[config.mk]
export PLATFORM = sky130hd
export DESIGN_NAME = vlsu_mem_order_ctrl
export DESIGN_NICKNAME = d
export VERILOG_FILES = /design/src/rtl/vlsu_pkg.sv /design/src/rtl/vlsu_outstanding_cnt.sv /design/src/rtl/vlsu_mem_order_ctrl.sv
export SDC_FILE = /design/constraint.sdc
export NUM_CORES = 1
export LEC_CHECK = 0
export CORE_MARGIN = 5
export CORE_UTILIZATION = 40
export DETAILED_ROUTE_END_ITERATION = 7
export PLACE_DENSITY_LB_ADDON = 0.1
export SYNTH_ARGS = -nofsm -noshare
export SYNTH_HDL_FRONTEND = slang
export SYNTH_SLANG_ARGS = --single-unit
[constraint.sdc]
create_clock -name clk_i -period 2.3 [get_ports clk_i]
set_clock_uncertainty 0.1 [all_clocks]
set_input_delay 0.345 -clock clk_i [delete_from_list [all_inputs] [get_ports clk_i]]
set_output_delay 0.345 -clock clk_i [all_outputs]
set_load 0.05 [all_outputs]
[src/rtl/vlsu_pkg.sv]
// Shared types for the VLSU memory-ordering scheduler.
package vlsu_pkg;

    typedef enum logic [1:0] {
        IDLE     = 2'd0,
        DRAIN    = 2'd1,
        DISPATCH = 2'd2
    } order_state_e;

    function automatic int unsigned outstanding_cnt_w(input int unsigned max_outstanding);
        return $clog2(max_outstanding + 1);
    endfunction

endpackage

[src/rtl/vlsu_outstanding_cnt.sv]
// Saturating up/down counter of in-flight AXI transactions with a sticky
// under/overflow flag.
module vlsu_outstanding_cnt
    import vlsu_pkg::*;
#(
    parameter int unsigned Max  = 8,
    localparam int unsigned CntW = outstanding_cnt_w(Max)
) (
    input  logic            clk_i,
    input  logic            rst_i,
    input  logic            inc_i,
    input  logic            dec_i,
    output logic [CntW-1:0] cnt_o,
    output logic            full_o,
    output logic            err_o
);

    logic [CntW-1:0] cnt_q;
    logic            err_q;
    logic            full;
    logic            empty;

    assign full  = (cnt_q == CntW'(Max));
    assign empty = (cnt_q == '0);

    // Simultaneous inc and dec cancel, so they never flag an error even at a bound.
    always_ff @(posedge clk_i) begin
        if (rst_i) begin
            cnt_q <= '0;
            err_q <= 1'b0;
        end else if (inc_i && !dec_i) begin
            if (full) err_q <= 1'b1;
            else      cnt_q <= cnt_q + 1'b1;
        end else if (dec_i && !inc_i) begin
            if (empty) err_q <= 1'b1;
            else       cnt_q <= cnt_q - 1'b1;
        end
    end

    assign cnt_o  = cnt_q;
    assign full_o = full;
    assign err_o  = err_q;

endmodule

[src/rtl/vlsu_mem_order_ctrl.sv]
// Holds one vector load/store request and releases it to the ControlMachine
// only once no load/store ordering hazard remains; also caps AR/AW issue.
module vlsu_mem_order_ctrl
    import vlsu_pkg::*;
#(
    parameter int unsigned MaxOutstanding = 8,
    parameter type         req_t          = logic,
    localparam int unsigned CntW          = outstanding_cnt_w(MaxOutstanding)
) (
    input  logic            clk_i,
    input  logic            rst_i,
    input  logic            req_valid_i,
    output logic            req_ready_o,
    input  req_t            req_i,
    input  logic            req_is_load_i,
    input  logic            core_st_pending_i,
    output logic            cm_req_valid_o,
    input  logic            cm_req_ready_i,
    output req_t            cm_req_o,
    input  logic            cm_idle_i,
    input  logic            ar_hs_i,
    input  logic            r_last_hs_i,
    input  logic            aw_hs_i,
    input  logic            b_hs_i,
    output logic            ar_allow_o,
    output logic            aw_allow_o,
    output logic [CntW-1:0] ld_cnt_o,
    output logic [CntW-1:0] st_cnt_o,
    output logic            err_o
);

    order_state_e    state_q;
    req_t            req_q;
    logic            is_load_q;
    logic            dir_is_load_q;
    logic            req_ready_q;
    logic            cm_valid_q;
    logic            hazard;
    logic [CntW-1:0] ld_cnt;
    logic [CntW-1:0] st_cnt;
    logic            ld_full;
    logic            st_full;
    logic            ld_err;
    logic            st_err;

    vlsu_outstanding_cnt #(.Max(MaxOutstanding)) i_ld_cnt (
        .clk_i  (clk_i),
        .rst_i  (rst_i),
        .inc_i  (ar_hs_i),
        .dec_i  (r_last_hs_i),
        .cnt_o  (ld_cnt),
        .full_o (ld_full),
        .err_o  (ld_err)
    );

    vlsu_outstanding_cnt #(.Max(MaxOutstanding)) i_st_cnt (
        .clk_i  (clk_i),
        .rst_i  (rst_i),
        .inc_i  (aw_hs_i),
        .dec_i  (b_hs_i),
        .cnt_o  (st_cnt),
        .full_o (st_full),
        .err_o  (st_err)
    );

    // A load waits for every older store (vector or scalar core); a store waits
    // for load data. The previous request's direction matters only while the
    // ControlMachine is still issuing its address beats.
    always_comb begin
        hazard = 1'b0;
        if (is_load_q) begin
            hazard = (st_cnt != '0) || core_st_pending_i || (!dir_is_load_q && !cm_idle_i);
        end else begin
            hazard = (ld_cnt != '0) || (dir_is_load_q && !cm_idle_i);
        end
    end

    always_ff @(posedge clk_i) begin
        if (rst_i) begin
            state_q       <= IDLE;
            req_q         <= '0;
            is_load_q     <= 1'b0;
            dir_is_load_q <= 1'b1;
            req_ready_q   <= 1'b1;
            cm_valid_q    <= 1'b0;
        end else begin
            unique case (state_q)
                IDLE: begin
                    if (req_valid_i) begin
                        req_q       <= req_i;
                        is_load_q   <= req_is_load_i;
                        req_ready_q <= 1'b0;
                        state_q     <= DRAIN;
                    end
                end
                DRAIN: begin
                    if (!hazard) begin
                        cm_valid_q <= 1'b1;
                        state_q    <= DISPATCH;
                    end
                end
                DISPATCH: begin
                    // Once offered, the request stays offered regardless of new hazards.
                    if (cm_req_ready_i) begin
                        dir_is_load_q <= is_load_q;
                        cm_valid_q    <= 1'b0;
                        req_ready_q   <= 1'b1;
                        state_q       <= IDLE;
                    end
                end
                default: begin
                    cm_valid_q  <= 1'b0;
                    req_ready_q <= 1'b1;
                    state_q     <= IDLE;
                end
            endcase
        end
    end

    assign req_ready_o    = req_ready_q;
    assign cm_req_valid_o = cm_valid_q;
    assign cm_req_o       = req_q;
    assign ar_allow_o     = !ld_full;
    assign aw_allow_o     = !st_full;
    assign ld_cnt_o       = ld_cnt;
    assign st_cnt_o       = st_cnt;
    assign err_o          = ld_err || st_err;

endmodule
[Word level (Yosys, flattened, before mapping)]
Cells that the tools add are included.
Word-level totals
  output and inout bits: 14
  logic and storage cells: 92
  latch bits: 0
  bits in read-only memories: 0
  input port bits: 12
  register bits: 17
  memory bits (writable): 0
  memories kept: 0
Cells by class
  reductions and logical operators: 36
  div/mod/pow operators: 0
  shift operators: 0
  $mul: 0
  $add $sub $neg: 4
  bitwise logic cells: 2
  equality and inequality tests: 13
  multiplexer cells: 27
  $lt $le $gt $ge: 0
Operators with widths (number)
  4-bit two-way mux: 8
  3-bit AND reduction: 7
  2-bit inequality test (second input constant): 9
  1-bit two-way mux: 13
  4-bit by 1-bit adder with 4-bit output (second input constant): 2
  4-bit equality test (second input constant): 2
  1-bit zero test: 8
  4-bit zero test: 2
  2-bit nonzero test: 4
  4-bit nonzero test: 2
  4-bit by 1-bit subtractor with 4-bit output (second input constant): 2
  1-bit logical AND: 6
  2-bit two-way mux: 3
  1-bit case mux with 3 select lines: 2
  2-bit case mux with 3 select lines: 1
  1-bit logical OR: 4
  2-bit AND reduction: 2
  2-bit by 1-bit equality test with 1-bit output (second input constant): 1
  2-bit equality test (second input constant): 1
  2-bit zero test: 1
  1-bit inverter: 2

[Logic depth before layout (Yosys ltp)]
Gate-level depths: netlist of run 1.
  word-level depth: 6
  mapped depth: 8
  gate-level depth less buffers: 8

[Hierarchy]
Synthesis of run 1 repeated with hierarchy kept, for this count alone.
Second synthesis, totals
  cells, all modules: 118
  area, all modules: 1041.0 sq um
By module, submodules not included
  vlsu_outstanding_cnt: times used 2, area an instance 346.6 sq um, seq. area each 100.1 sq um, cells an instance 39
  vlsu_mem_order_ctrl: times used 1, area an instance 347.8 sq um, seq. area each 140.1 sq um, cells an instance 40

[Least setup slack after synthesis of run 1]
OpenSTA, ideal clock, no wires.
  path type: reg-to-reg
  start: register i_ld_cnt.cnt_q[2], in the netlist i_ld_cnt.cnt_o[2]
  end: register i_ld_cnt.cnt_q[3], in the netlist i_ld_cnt.cnt_o[3]
  clock period less this slack: 1.908 ns
  slack: 0.392 ns
  stages on the path, launching flop included: 6
  buffers on the path: 0
  data arrival time: 1.744 ns
  cell sequence: dfxtp_1 -> ha_1 -> a21oi_1 -> nand2_1 -> or4_1 -> nand4_1
Between the ends
  longest elaborated chain between the ends: 4
  elaborated cells on any way between the ends: 11
  those cells by class: add/sub: 2; eq/ne: 3; mux: 4; reduce/logical: 2
Ends and longest elaborated chain
  start, declared: RTL line vlsu_outstanding_cnt.sv:18  | logic [CntW-1:0] cnt_q;
  start signal, assigned: RTL line vlsu_outstanding_cnt.sv:33  | else cnt_q <= cnt_q + 1'b1;
  start signal, assigned: RTL line vlsu_outstanding_cnt.sv:36  | else cnt_q <= cnt_q - 1'b1;
  4-bit by 1-bit subtractor with 4-bit output: RTL line vlsu_outstanding_cnt.sv:36
  4-bit two-way mux: RTL line vlsu_outstanding_cnt.sv:35  | if (empty) err_q <= 1'b1;
  4-bit two-way mux: RTL line vlsu_outstanding_cnt.sv:34  | end else if (dec_i && !inc_i) begin
  4-bit two-way mux: RTL line vlsu_outstanding_cnt.sv:31  | end else if (inc_i && !dec_i) begin
Several ways; a longest one is shown, not always the timed one. The select of a mux whose other input is x is not followed.
A chain may end at the register's enable or synchronous reset.

[Final worst setup path of run 1]
  start: register i_st_cnt.cnt_q[3], in the netlist i_st_cnt.cnt_o[3]
  end: output port st_cnt_o[3]
RTL lines
  start, declared: RTL line vlsu_outstanding_cnt.sv:18
  start signal, assigned: RTL line vlsu_outstanding_cnt.sv:33
  start signal, assigned: RTL line vlsu_outstanding_cnt.sv:36
  end, declared: RTL line vlsu_mem_order_ctrl.sv:28  | output logic [CntW-1:0] st_cnt_o,
No word-level cell between the ends.

==> results of run 1 <==
==> cells in the mapped netlist <==
library cell / n
a21oi_1: 6
o211a_1: 1
inv_1: 10
o21ai_0: 2
o21bai_1: 1
a2111oi_0: 2
nor3_1: 4
nand2_1: 8
fa_1: 2
o31ai_1: 1
or4_1: 1
nand2b_1: 1
clkbuf_1: 2
nand3_1: 3
a31oi_1: 1
or2_2: 2
xor2_1: 2
a22oi_1: 1
o21ba_2: 1
nor4_2: 1
a221oi_2: 1
mux2i_1: 4
nand4b_1: 1
o311a_1: 1
xnor2_1: 3
a211oi_1: 1
and3b_1: 1
nand3b_1: 2
a2111o_1: 1
nor2_1: 12
or3_4: 1
ha_1: 6
clkbuf_2: 1
or2b_2: 1
and3_1: 2
nor3b_1: 2
dfxtp_1: 17
o311ai_2: 1
or3_1: 1
nand4_1: 1
o211ai_2: 1
==> power groups by stage <==
stage,sequential [W],clock [W],combinational (W)
after floorplan,0.000665,0,0.000477
after global placement,0.000487,0,0.000966
after detailed placement,0.000489,0,0.000985
after CTS,0.000483,0.000168,0.000990
after global routing,0.000502,0.000190,0.00105
final,0.000481,0.000162,0.000981
==> metal layers <==
metal | vias to the layer above | part of all wire (%)
met1 | 407 | 47
li1 | 479 | -
met2 | 15 | 48
met5 | - | 0
met4 | 0 | 0.80
met3 | 2 | 4.4
==> stage by stage <==
| stage | instance area (sq um) | utilization [%] | worst slack, ns | instances | power, W |
|---|---|---|---|---|---|
| floorplan | 1010 | - | 0.3917 | 113 | 0.001142 |
| global placement | 1365 | 55.61 | -0.003588 | 176 | 0.001453 |
| detailed placement | 1365 | 55.61 | -0.06351 | 176 | 0.001474 |
| CTS | 1391 | 56.68 | 0.04005 | 180 | 0.001641 |
| global route | 1394 | 56.78 | 0.05664 | 180 | 0.001745 |
| finish | 1394 | 56.78 | 0.2011 | 180 | 0.001624 |
==> sequential cells by signal (all words and copies together), names as in the netlist <==
name            flops
cm_req_o            1
cm_req_valid_o      1
dir_is_load_q       1
i_ld_cnt.cnt_o      4
i_ld_cnt.err_o      1
i_st_cnt.cnt_o      4
i_st_cnt.err_o      1
is_load_q           1
req_ready_o         1
state_q             2
==> what timing repair did <==
| action | CTS | global route |
|---|---|---|
| resized for setup | 0 | 1 |
| setup endpoints to repair | 0 | 1 |
| setup buffers | 0 | 0 |
| hold buffers | 0 | 0 |
==> cell families after synthesis <==
group                      share of synthesized area, %
AOI/OAI and AO/OA                                 17.72
muxes                                             3.965
buffers and inverters                             4.957
adders and majority gates                         11.40
and+or+nand+nor                                   23.92
xor gates and xnor gates                          4.338
DFF                                               33.71
==> worst paths after layout <==
path                                                     start                           to  cells past startpoint
worst min register to register     i_ld_cnt.err_o$_SDFFE_PP0P_  i_ld_cnt.err_o$_SDFFE_PP0P_                      2
worst max-delay path            i_st_cnt.cnt_o[3]$_SDFFE_PP0P_                  st_cnt_o[3]                      1
worst max register to register  i_st_cnt.cnt_o[0]$_SDFFE_PP0P_  cm_req_valid_o$_SDFFE_PP0P_                      4
worst min-delay path               i_ld_cnt.err_o$_SDFFE_PP0P_  i_ld_cnt.err_o$_SDFFE_PP0P_                      2
==> cell type report <==
| class | instances | area share [%] |
|---|---|---|
| Tap cell | 30 | 2.693 |
| Multi-Input combinational cell | 83 | 44.43 |
| Timing Repair Buffer | 36 | 23.88 |
| Inverter | 10 | 2.693 |
| Sequential cell | 17 | 24.42 |
| Clock buffer | 4 | 1.885 |
==> cells in the final DEF (no fill, tap or decap), types with 2 or more instances in the layout <==
cell,Yosys,routed
a2111oi_0,2,2
a21oi_1,6,6
and3_1,2,2
buf_4,0,12
clkbuf_4,0,3
clkdlybuf4s50_1,0,23
dfxtp_1,17,17
fa_1,2,2
ha_1,6,6
inv_1,10,10
mux2i_1,4,4
nand2_1,8,8
nand3_1,3,3
nand3b_1,2,2
nor2_1,12,12
nor3_1,4,4
nor3b_1,2,2
o21ai_0,2,2
or2_2,2,2
xnor2_1,3,3
xor2_1,2,2
==> worst min-delay path, cell delays in order, from the launching register on <==
cell     delay, ns
dfxtp_1       0.34
a31oi_1       0.04
nor2_1        0.07
==> impl_metrics.env, run 1 <==
export IMPL_grt_max_degree=13
export IMPL_hold_viol=0
export IMPL_n_antenna_cell=0
export IMPL_vias=903
export IMPL_mappedNetlistNets=133
export IMPL_finalSetupViolCount=0
export IMPL_yosysSeqAreaShare_pct=33.71
export IMPL_fp_dieH_um=60.24
export IMPL_switching_share_pct=48.06
export IMPL_initial_utilization_pct=41.13
export IMPL_synth_warnings=0
export IMPL_ys_top_cells_by_area="dfxtp_1 (34%), ha_1 (7.4%), nor2_1 (4.5%), fa_1 (4.0%), mux2i_1 (4.0%)"
export IMPL_critPathMaxFanout=8
export IMPL_dr_pass1_iters=4
export IMPL_drv_slew=0
export IMPL_grt_pass1_vias=911
export IMPL_critPathLaunchType="flip-flop"
export IMPL_intPower_w=0.0008432
export IMPL_cp_required_ns=1.86
export IMPL_p_clk_share_pct=10.0
export IMPL_crit_chain="clkdlybuf4s50_1"
export IMPL_status="finished, final reports clean"
export IMPL_synth_largest_area_cell="dfxtp_1"
export IMPL_post_route_drc_count=0
export IMPL_comb_power_share_pct=60.4
export IMPL_grt_first_pass_wirelength_mm=4.043
export IMPL_critPathKind="flip-flop to primary output"
export IMPL_multi_input_area_sq_um=619.3
export IMPL_pwr_density_cell_nw_per_um2=1165
export IMPL_cts_buffer_depth=2
export IMPL_final_antenna_net_count=0
export IMPL_syn_to_final_growth_pct=38.04
export IMPL_met3_usage_pct=3.240
export IMPL_ys_ff_latch=17
export IMPL_die_w_um=60.24
export IMPL_cap_violations=0
export IMPL_yosysUniqueCellTypes=41
export IMPL_slowest_delay_ns=0.86
export IMPL_worst_ir_drop_vdd_uv=762.5
export IMPL_grt_met1_usage_pct=18.22
export IMPL_routed_wl_mm=2.376
export IMPL_post_drt_wl_per_cell_um=13.20
export IMPL_clockRootBuffer="clkbuf_4"
export IMPL_hold_worst_slack_ns=0.3796
export IMPL_place_congestion=0.7588
export IMPL_critPathCaptureType="primary output"
export IMPL_n_fill_cell=252
export IMPL_busiest_layer="met2"
export IMPL_setup_tns_final_ns=0
export IMPL_drt_iter0_drc=18
export IMPL_via_per_inst=5.017
export IMPL_slowest_stage="clkdlybuf4s50_1"
export IMPL_power_leakage_nw=0.5795
export IMPL_clk_insertion_delay_late_ns=0.28
export IMPL_hpwlAfterDp_mm=1.912
export IMPL_cts_sinks=17
export IMPL_rsz0062_at_grt="no"
export IMPL_seqCellArea_sq_um=340.3
export IMPL_cts_buffers=3
export IMPL_fin_nets=171
export IMPL_dieArea_sq_um=3629
export IMPL_synth_cells=113
export IMPL_path_delay_family="buffers and inverters"
export IMPL_syn_area_sq_um=1010
export IMPL_switching_power_w=0.0007803
export IMPL_finalCritPeriodShare_pct=91.26
export IMPL_cts_tree="built"
export IMPL_drive_gt1_share_pct=16.00
export IMPL_final_min_clock_period_ns=2.099
export IMPL_clk_pin_slew_worst_paths_ns=0.11
export IMPL_max_freq_mhz=476.4
export IMPL_tightest_slew_ns=0.5438
export IMPL_seq_power_share_pct=29.6
export IMPL_r2r_slack_ns=0.54
export IMPL_hp_class="flip-flop to flip-flop"
export IMPL_syn_area_per_cell_sq_um=8.936
export IMPL_htree_num_levels=1
export IMPL_antenna_found_initial=0
export IMPL_rows=18
export IMPL_gr_usage_all_layers_pct=14.71
export IMPL_overflow=0
export IMPL_boundaryPins=26
export IMPL_fp_coreArea_sq_um=2455
export IMPL_slew_headroom_pct=63.67
export IMPL_grtUsageMet2_pct=25.46
export IMPL_portBuffers=25
export IMPL_yosysTopAreaCellShare_pct=33.71
export IMPL_worst_path_buf_inv=1
export IMPL_arrival_ns=1.65
Note: power is estimated with default switching activity, not from simulation.
==> run 2, diff against run 1 <==
ABC_CLOCK_PERIOD_IN_PS = 2100   (was not set)
CAP_MARGIN = 20   (was not set)
clock period = 2.1 ns   (was 2.3 ns; I/O delays follow)
==> run 2 against run 1 <==
Sequential power rose by 9.6%. Critical endpoint is now i_ld_cnt.cnt_o[3]$_SDFFE_PP0P_. Die area unchanged. Highest routed layer unchanged. Largest cell class unchanged. Power is 12% higher. Critical path type is now input port to flip-flop. Via count grew 3.5%. Setup slack lost 0.15 ns. Final area up 2.5%. Core utilization is 1.4 points higher. Global-route usage up 0.45 points. Sequential share of layout area down 0.60 points. Combinational power is 14% higher.
==> impl_metrics.env, run 2 (synthesis gave the netlist of run 1 again) <==
export IMPL_status="finished, final reports clean"
export IMPL_drive_gt1_share_pct=20.78
export IMPL_gr_usage_all_layers_pct=15.16
export IMPL_dr_pass1_iters=3
export IMPL_critPathLaunchType="input port"
export IMPL_rows=18
export IMPL_slew_headroom_pct=65.23
export IMPL_worst_ir_drop_vdd_uv=1032
export IMPL_pwr_density_cell_nw_per_um2=1276
export IMPL_clk_insertion_delay_late_ns=0.29
export IMPL_post_drt_wl_per_cell_um=13.08
export IMPL_seqCellArea_sq_um=340.3
export IMPL_cap_violations=0
export IMPL_antenna_found_initial=0
export IMPL_critPathCaptureType="flip-flop"
export IMPL_grt_first_pass_wirelength_mm=4.140
export IMPL_cts_buffer_depth=2
export IMPL_post_route_drc_count=0
export IMPL_initial_utilization_pct=41.13
export IMPL_arrival_ns=2.18
export IMPL_fin_nets=175
export IMPL_grt_pass1_vias=968
export IMPL_die_w_um=60.24
export IMPL_hp_class="flip-flop to flip-flop"
export IMPL_critPathKind="input port to flip-flop"
export IMPL_finalSetupViolCount=0
export IMPL_multi_input_area_sq_um=629.4
export IMPL_portBuffers=25
export IMPL_finalCritPeriodShare_pct=97.75
export IMPL_critPathMaxFanout=4
export IMPL_cts_tree="built"
export IMPL_hold_viol=0
export IMPL_syn_to_final_growth_pct=41.51
export IMPL_power_total_w=0.001823
export IMPL_dp_cells=180
export IMPL_final_common_cell="clkdlybuf4s50_1"
export IMPL_dieArea_sq_um=3629
export IMPL_cp_required_ns=2.23
export IMPL_n_fill_cell=234
export IMPL_routed_wl_mm=2.406
export IMPL_overflow=0
export IMPL_stdcell_count=184
export IMPL_hpwlAfterDp_mm=1.961
export IMPL_final_antenna_net_count=0
export IMPL_post_route_util_pct=58.21
export IMPL_drv_slew=0
export IMPL_cts_buffers=3
export IMPL_fp_dieH_um=60.24
export IMPL_clockRootBuffer="clkbuf_4"
export IMPL_boundaryPins=26
export IMPL_grt_max_degree=14
export IMPL_clk_pin_slew_worst_paths_ns=0.10
export IMPL_vias=935
export IMPL_power_leakage_nw=0.6166
export IMPL_tightest_slew_ns=0.5199
export IMPL_cts_sinks=17
export IMPL_htree_num_levels=1
export IMPL_n_antenna_cell=0
export IMPL_final_cell_mix="clkdlybuf4s50_1 (21), buf_4 (18), dfxtp_1 (17)"
export IMPL_hold_worst_slack_ns=0.3894
export IMPL_max_freq_mhz=487.2
export IMPL_fp_coreArea_sq_um=2455
export IMPL_drt_iter0_drc=8
export IMPL_final_min_clock_period_ns=2.053
export IMPL_via_per_inst=5.082
export IMPL_place_congestion=0.7513
==> run 2: report_power, final <==
part           total (W)  internal (W)  switching [W]
Combinational    0.00112      0.000471       0.000647
Clock           0.000178     0.0000737       0.000104
Sequential      0.000527      0.000409       0.000118
Total            0.00182      0.000954       0.000869
==> run 2: area by class of cell <==
class / instances / area share (%)
Sequential cell: 17 / 23.82
Inverter: 10 / 2.627
Timing Repair Buffer: 40 / 25.04
Multi-Input combinational cell: 83 / 44.05
Clock buffer: 4 / 1.839
Tap cell: 30 / 2.627
==> run 2: repair_timing <==
item                                    CTS  global route
buffers inserted                          0             0
endpoints found under the setup margin    0             3
hold buffers                              0             0
resized for setup                         0             6
==> run 2: routing by layer <==
layer	part of all wire (%)	GRT usage, %	up-vias
li1	-	-	485
met1	45	17.85	431
met2	49	26.54	17
met3	5.4	4.536	2
met4	0.50	3.797	0
met5	0	0	-
==> run 2: critical path: stages <==
cell	delay, ns
clkdlybuf4s50_1	0.48
ha_1	0.17
inv_1	0.08
ha_1	0.34
a21oi_2	0.08
buf_4	0.13
a2111oi_1	0.40
o21ai_1	0.12
nand4_1	0.07
==> run 2: worst paths after layout <==
check,startpoint,endpoint,slack [ns],cells past startpoint
setup reg to reg,i_st_cnt.cnt_o[0]$_SDFFE_PP0P_,cm_req_valid_o$_SDFFE_PP0P_,0.33,4
hold reg to reg,cm_req_valid_o$_SDFFE_PP0P_,cm_req_valid_o$_SDFFE_PP0P_,0.39,2
setup / recovery,ar_hs_i,i_ld_cnt.cnt_o[3]$_SDFFE_PP0P_,0.05,9
hold / removal,cm_req_valid_o$_SDFFE_PP0P_,cm_req_valid_o$_SDFFE_PP0P_,0.39,2
==> run 2: per-stage QoR <==
stage,TNS [ns],area [sq um],worst slack [ns]
6_report,0,1429,0.04727
4_1_cts,0,1416,0.03230
2_1_floorplan,0,1010,0.1917
3_5_place_dp,-0.4349,1390,-0.2291
3_3_place_gp,-0.3097,1390,-0.1661
5_1_grt,-0.003550,1429,-0.003550
